**config.mk**
```make
export PLATFORM = sky130hd
export DESIGN_NAME = mem_ctrl
export DESIGN_NICKNAME = d
export VERILOG_FILES = /design/src/rtl/mem_ctrl.sv
export SDC_FILE = /design/constraint.sdc
export NUM_CORES = 1
export LEC_CHECK = 0
export BUFFER_PORTS_ARGS = -buffer_cell sky130_fd_sc_hd__buf_2
export CAP_MARGIN = 20
export CORE_MARGIN = 3
export CORE_UTILIZATION = 48
export CTS_CLUSTER_SIZE = 8
export DETAILED_ROUTE_END_ITERATION = 10
export PLACE_DENSITY = 0.76
export SYNTH_ARGS = -nofsm -noshare
export SYNTH_HDL_FRONTEND = slang
export SYNTH_SLANG_ARGS = --single-unit
export TNS_END_PERCENT = 10
```
**constraint.sdc**
```tcl
create_clock -name clk -period 2.7 [get_ports clk]
set_input_delay 0.27 -clock clk [delete_from_list [all_inputs] [get_ports clk]]
set_output_delay 0.27 -clock clk [all_outputs]
set_load 0.03 [all_outputs]
```
**src/rtl/mem_ctrl.sv**
```systemverilog
// mem_ctrl: serializes IF word fetches and MEM byte/half/word accesses onto a
// single 8-bit synchronous RAM port, one byte per cycle, little-endian.
module mem_ctrl (
    input  logic        clk,
    input  logic        rst,
    input  logic        if_req,
    input  logic [31:0] if_addr,
    output logic [31:0] if_inst,
    output logic        if_done,
    input  logic        mem_req,
    input  logic        mem_we,
    input  logic [1:0]  mem_len,
    input  logic [31:0] mem_addr,
    input  logic [31:0] mem_wdata,
    output logic [31:0] mem_rdata,
    output logic        mem_done,
    output logic [31:0] ram_addr,
    output logic [7:0]  ram_wdata,
    output logic        ram_we,
    input  logic [7:0]  ram_rdata
);

    localparam int unsigned AddrW = 32;
    localparam int unsigned DataW = 32;
    localparam int unsigned ByteW = 8;
    localparam int unsigned CntW  = 3;

    typedef enum logic [1:0] {
        IDLE = 2'd0,
        XFER = 2'd1,
        WAIT = 2'd2,
        DONE = 2'd3
    } state_t;

    state_t            state, state_d;
    logic              owner_mem, owner_mem_d;
    logic              we_q, we_d;
    logic [AddrW-1:0]  base, base_d;
    logic [DataW-1:0]  wdata_q, wdata_d;
    logic [CntW-1:0]   nbytes, nbytes_d;
    logic [CntW-1:0]   cnt, cnt_d;
    logic [DataW-1:0]  acc, acc_d;
    logic              last_mem, last_mem_d;
    logic [AddrW-1:0]  ram_addr_d;
    logic [ByteW-1:0]  ram_wdata_d;
    logic              ram_we_d;
    logic [DataW-1:0]  if_inst_d, mem_rdata_d;
    logic              if_done_d, mem_done_d;
    logic              grant_mem;
    logic              cap_en;
    logic [1:0]        cap_idx;

    // Select byte i of a word.
    function automatic logic [ByteW-1:0] byte_sel(input logic [DataW-1:0] w, input logic [1:0] i);
        logic [ByteW-1:0] b;
        case (i)
            2'd0:    b = w[7:0];
            2'd1:    b = w[15:8];
            2'd2:    b = w[23:16];
            default: b = w[31:24];
        endcase
        return b;
    endfunction

    // State and datapath registers; reset aborts any transaction in flight.
    always_ff @(posedge clk) begin
        if (!rst) begin
            state     <= IDLE;
            owner_mem <= 1'b0;
            we_q      <= 1'b0;
            base      <= '0;
            wdata_q   <= '0;
            nbytes    <= '0;
            cnt       <= '0;
            acc       <= '0;
            last_mem  <= 1'b0;
            ram_addr  <= '0;
            ram_wdata <= '0;
            ram_we    <= 1'b0;
            if_inst   <= '0;
            if_done   <= 1'b0;
            mem_rdata <= '0;
            mem_done  <= 1'b0;
        end else begin
            state     <= state_d;
            owner_mem <= owner_mem_d;
            we_q      <= we_d;
            base      <= base_d;
            wdata_q   <= wdata_d;
            nbytes    <= nbytes_d;
            cnt       <= cnt_d;
            acc       <= acc_d;
            last_mem  <= last_mem_d;
            ram_addr  <= ram_addr_d;
            ram_wdata <= ram_wdata_d;
            ram_we    <= ram_we_d;
            if_inst   <= if_inst_d;
            if_done   <= if_done_d;
            mem_rdata <= mem_rdata_d;
            mem_done  <= mem_done_d;
        end
    end

    // Next-state, arbitration, RAM sequencing and read-byte capture.
    always_comb begin
        state_d     = state;
        owner_mem_d = owner_mem;
        we_d        = we_q;
        base_d      = base;
        wdata_d     = wdata_q;
        nbytes_d    = nbytes;
        cnt_d       = cnt;
        acc_d       = acc;
        last_mem_d  = last_mem;
        ram_addr_d  = ram_addr;
        ram_wdata_d = ram_wdata;
        ram_we_d    = 1'b0;
        if_inst_d   = if_inst;
        if_done_d   = 1'b0;
        mem_rdata_d = mem_rdata;
        mem_done_d  = 1'b0;
        grant_mem   = 1'b0;

        // Read data for byte k arrives the cycle after byte k was addressed.
        cap_idx = 2'(cnt - 3'd1);
        cap_en  = ((state == XFER) && !we_q && (cnt != '0)) || (state == WAIT);
        if (cap_en) begin
            case (cap_idx)
                2'd0:    acc_d[7:0]   = ram_rdata;
                2'd1:    acc_d[15:8]  = ram_rdata;
                2'd2:    acc_d[23:16] = ram_rdata;
                default: acc_d[31:24] = ram_rdata;
            endcase
        end

        case (state)
            IDLE: begin
                if (if_req || mem_req) begin
                    // MEM wins a tie unless it won the previous grant.
                    grant_mem   = mem_req && (!if_req || !last_mem);
                    owner_mem_d = grant_mem;
                    if (grant_mem) begin
                        we_d    = mem_we;
                        base_d  = mem_addr;
                        wdata_d = mem_wdata;
                        case (mem_len)
                            2'b00:   nbytes_d = 3'd1;
                            2'b01:   nbytes_d = 3'd2;
                            default: nbytes_d = 3'd4;
                        endcase
                    end else begin
                        we_d     = 1'b0;
                        base_d   = if_addr;
                        wdata_d  = '0;
                        nbytes_d = 3'd4;
                    end
                    cnt_d       = '0;
                    acc_d       = '0;
                    ram_addr_d  = base_d;
                    ram_we_d    = we_d;
                    ram_wdata_d = byte_sel(wdata_d, 2'd0);
                    state_d     = XFER;
                end
            end
            XFER: begin
                cnt_d = cnt + 3'd1;
                if (cnt == nbytes - 3'd1) begin
                    if (we_q) begin
                        state_d    = DONE;
                        mem_done_d = owner_mem;
                        if_done_d  = !owner_mem;
                    end else begin
                        state_d = WAIT;
                    end
                end else begin
                    ram_addr_d  = base + 32'(cnt_d);
                    ram_we_d    = we_q;
                    ram_wdata_d = byte_sel(wdata_q, cnt_d[1:0]);
                end
            end
            WAIT: begin
                state_d = DONE;
                if (owner_mem) begin
                    mem_rdata_d = acc_d;
                    mem_done_d  = 1'b1;
                end else begin
                    if_inst_d = acc_d;
                    if_done_d = 1'b1;
                end
            end
            DONE: begin
                last_mem_d = owner_mem;
                state_d    = IDLE;
            end
            default: state_d = IDLE;
        endcase
    end

endmodule

```
# After elaboration in Yosys (flattened, before gate mapping)
# Cells that the tools add are included.
# W data, S select, Z words.
[totals] elab_cells=92 reg_bits=214 latch_bits=0 ram_bits=0 input_bits=111 mem_count=0 out_inout_bits=107 mem_bits_ro=0
[classes] n_mux=36 n_shift=0 n_bitwise=1 order_cmp=0 addsub=4 div_mod_pow=0 reduce_logical=23 n_mul=0 eq_ne=12
[ops] op="$mux W32" n=7
[ops] op="$pmux W32 S2" n=1
[ops] op="$mux W8" n=6
[ops] op="$add A32 B3 Y32" n=1
[ops] op="$pmux W8 S3" n=1
[ops] op="$pmux W8 S2" n=1
[ops] op="$pmux W3 S2" n=2
[ops] op="$mux W1" n=10
[ops] op="$reduce_and A2 Y1" n=5
[ops] op="$eq A2 B1 Y1 const B" n=4
[ops] op="$eq A2 B2 Y1 const B" n=4
[ops] op="$logic_not A2 Y1" n=4
[ops] op="$pmux W2 S4" n=1
[ops] op="$mux W3" n=2
[ops] op="$pmux W1 S2" n=3
[ops] op="$logic_not A1 Y1" n=4
[ops] op="$mux W2" n=2
[ops] op="$ne A2 B2 Y1 const B" n=2
[ops] op="$add A3 B1 Y3 const B" n=1
[ops] op="$eq A3 B3 Y1" n=1
[ops] op="$logic_and A1 B1 Y1" n=3
[ops] op="$logic_or A1 B1 Y1" n=3
[ops] op="$reduce_and A3 Y1" n=1
[ops] op="$reduce_bool A3 Y1" n=1
[ops] op="6 further kinds" n=6

# Logic depth before layout (Yosys ltp)
[depth] ltp_word=7 depth_mapped=10 mapped_depth_nobuf=9

# Worst setup path after synthesis
# Ideal clock, no wire load.
[synth_path] path_kind="register to register" startpoint="register cnt[0]" endpoint="register ram_addr[28]" stages_incl_launch_ff=10 slack_ns=0.146 arrival_time_ns=2.484 setup_time_ns=0.070 synth_period_minus_slack_ns=2.554 path_cell_list="dfxtp_1 > inv_1 > ha_1 > inv_1 > fa_1 > nor2b_1 > o2111ai_1 > o21ai_0 > or3b_2 > o2bb2ai_1"
[synth_between] elab_chain_cells=4 elab_cells_between_ends=7
[synth_lines] element="from (decl)" line_no="41" source="logic [CntW-1:0] cnt, cnt_d;"
[synth_lines] element="from (signal assigned)" line_no="91" source="cnt <= cnt_d;"
[synth_lines] element="$add A3 B1 Y3" line_no="166" source="cnt_d = cnt + 3'd1;"
[synth_lines] element="$add A32 B3 Y32" line_no="176" source="ram_addr_d = base + 32'(cnt_d);"
[synth_lines] element="$mux W32" line_no="167" source="if (cnt == nbytes - 3'd1) begin"
[synth_lines] element="$pmux W32 S2" line_no="136" source="case (state)"
[synth_lines] element="to (signal assigned)" line_no="94" source="ram_addr <= ram_addr_d;"
[synth_lines] element="to (decl)" line_no="17" source="output logic [31:0] ram_addr,"
# Several ways; a longest one is shown, not always the timed one. The select of a mux whose other input is x is not followed.
# A chain may end at the register's enable or synchronous reset.

# Worst setup path after layout
[layout_path] startpoint="register cnt[1]" endpoint="register ram_addr[29]"
# Same word-level chain as after synthesis.

==> metrics.txt <==
status=complete, no violations; worst min path class=input port to flip-flop; power per cell area=1133 nW/um^2; final instance area=11530 um^2; H-tree depth=1; largest net degree at the start of global routing=73; total iterations of the first detailed-routing run=5; Synth top area share=47.38%; CP dominant cell by count=ha_1; Worst setup EP type=flip-flop; Post-synth EDFFs=0; Worst path max stage delay=0.37 ns; GR Overflow Total=0; WL/cell=17.24 um; Clock Latency Late Sink=0.53 ns; DRC errors left=0; Worst Tran Pin Value=0.7370 ns; ANT cells=0; Hold Startpoint=mem_wdata[0]; first-pass GRT wire length=40.30 mm; count leader, synth=dfxtp_1; clock sink count=214; # setup viols final=0; crit path DAT=2.95 ns; # nets final=1363; initial DRC count=623; Seq pwr share=35.7%; Post-Syn Nets=1126; YS warnings=0; post-CTS repair timing setup buffer count=0; multi-input logic area=4448 um^2; cell chain of the critical path=ha_1, xor2_1, ha_1, a21oi_1, a211o_1, buf_4, nor4_1, o21ai_0, a32o_1; row count=49; max-cap violation count=0; overall power=13.07 mW; Peak Freq=0.3951 GHz; register area share after synthesis=47.38%; Detail Route Antenna Nets=0; Synth Instances=999; I/O Buffers=217; main flop type after synthesis=dfxtp_1; I/O Pins=218; final wirelength=25.25 mm; largest area contributor in the netlist=dfxtp_1; GP Congestion=0.8576; synthesized cell area=9042 um^2; Critical Setup Path Class=flip-flop to flip-flop; Die ar.=20520 um^2; setup TNS=0 ns; area grow syn2layout=27.55%; Place WS=0.08890 ns; Vias/cell=5.716; Final Hold Fails=0; core area=18210 um^2; Int Power=7.767 mW; Placed Area=10460 um^2; worst setup margin=0.1690 ns; fin cells=1465; CP startpoint kind=flip-flop; Slew Limit Fails=0; Vias=8374; Clock power frac=24.6%; P_sw=5.303 mW; VDD IR max=0.6420 mV; hpwl dp=17.15 mm; Logic pwr share=39.7%; Netlist cell types=53; crit share post-route=93.74%; final setup skew=0.008957 ns; share of async-settable or async-resettable flops after synthesis=0%; CP max stage cell=dfxtp_1; fraction of layout cells with a size suffix above 1=24.43%; #FFs+latches synth=214; CTS tree=yes; min Tclk post-route=2.531 ns; crit-path max FO=10; Leakage Power=5.005 nW; WP data required=3.12 ns; unrepaired setup endpoints after global routing=false; Net Sw Frac=40.58%; Clock Tree Buf Depth=3; initial antenna violation count=2; Cell Count Post-Placement=1406; total track usage=23.80%; Fill cells=1538; Initial Utilization=49.66%; most frequent cells after synthesis=dfxtp_1 (214), nor2_1 (155), a211oi_1 (99); worst reg2reg startpoint=cnt[1]; vias in the first global route=7972; Num CTS Buffers=30; syn avg cell area=9.051 um^2; Sequential Area=4284 um^2; normalized max-slew margin=50.87%; ranking of synthesized cells by area=dfxtp_1 (47%), a211oi_1 (8.2%), mux2i_1 (7.2%); CTS Root Cell=clkbuf_16; die width=143.3 um; Setup crit start=cnt[1]; chip height=143.3 um; Reg clk slew, reported paths=0.05 ns
==> cell families (layout without fill, tap and decap cells) <==
logic type / count (synthesis) / after routing / share of synthesized area, %
xor gates and xnor gates: 16 / 16 / 1.716
adders and majority gates: 16 / 16 / 2.297
buffers and inverters: 93 / 330 / 3.971
AOI/OAI and AO/OA: 260 / 260 / 20.92
DFF: 214 / 214 / 47.38
muxes: 66 / 66 / 7.320
and+or+nand+nor: 334 / 334 / 16.40
==> cell usage in the layout, fill, tap and decap left out, drive strengths merged, types with 3 or more instances in the layout <==
master and instances:
o2bb2ai 3, buf 253, a31oi 4, dlygate4sd3 27, nor2 155, dfxtp 214, o211ai 9, nor4 5
o21a 5, mux2i 65, a311oi 9, inv 18, a32o 7, nand2 75, or3 7, a211o 3
a222oi 8, or4 6, and4 6, and2 8, a21o 3, clkbuf 31, and3 5, o21ai 33
nand3 40, a22o 25, xor2 7, xnor2 8, o31ai 4, nand4 7, nor3 14, ha 15
a21oi 31, a211oi 100
==> state kept, by name (all words and copies together), names as in the netlist, 2 cells and up <==
signal and cells:
ram_wdata 8, ram_addr 32, state 2, cnt 3, mem_rdata 32, wdata_q 32
nbytes 3, if_inst 32, acc 32, base 32
==> layout make-up <==
cell class	count	share of cell area, %
clock inverter	1	0.1410
multi-input combinational	692	38.57
sequential	214	37.14
timing repair buffer	280	14.43
inverter	18	0.6075
tap	229	2.484
clock buffer	31	6.628
==> per-stage QoR <==
step	hold WS, ns	util (%)
after floorplan	0.3643	-
after global placement	0.4384	57.44
after detailed placement	0.4472	57.44
after CTS	0.006248	63.21
after global routing	0.01437	63.34
final	0.01614	63.34
==> power groups by stage <==
stage	clock network, mW	logic (mW)	registers, mW
finish	3.21	5.19	4.67
global route	3.41	5.69	4.77
CTS	3.26	5.18	4.66
detailed placement	0	5.12	4.70
global placement	0	5.05	4.70
floorplan	0	2.59	5.62
==> path summary, 6_finish.rpt <==
check	endpoint	slack [ns]	cells past startpoint
setup / recovery	ram_addr[29]	0.17	9
hold / removal	wdata_q[0]	0.02	3
setup reg to reg	ram_addr[29]	0.17	9
hold reg to reg	ram_addr[1]	0.46	2
==> critical path, delay by kind of cell (launching register included) <==
kind                       cells  cell delay, ns
and+or+nand+nor                1            0.30
buffers and inverters          1            0.19
xor gates and xnor gates       1            0.19
adders and majority gates      2            0.53
AOI/OAI and AO/OA              4            0.84
DFF                            1            0.37
==> repair_timing <==
action,4_1_cts,5_1_grt
endpoints found under the hold margin,28,0
resized for setup,0,4
endpoints found under the setup margin,0,64
hold buffers,27,0
==> routing by layer <==
| layer | wire length [um] | up-vias | GRT usage [%] |
|---|---|---|---|
| li1 | - | 4106 | - |
| met1 | 10800 | 3913 | 32.02 |
| met5 | 14 | - | 0 |
| met4 | 588 | 4 | 5.996 |
| met2 | 11560 | 305 | 38.48 |
| met3 | 2285 | 46 | 6.162 |
(Power assumes the default switching activity.)
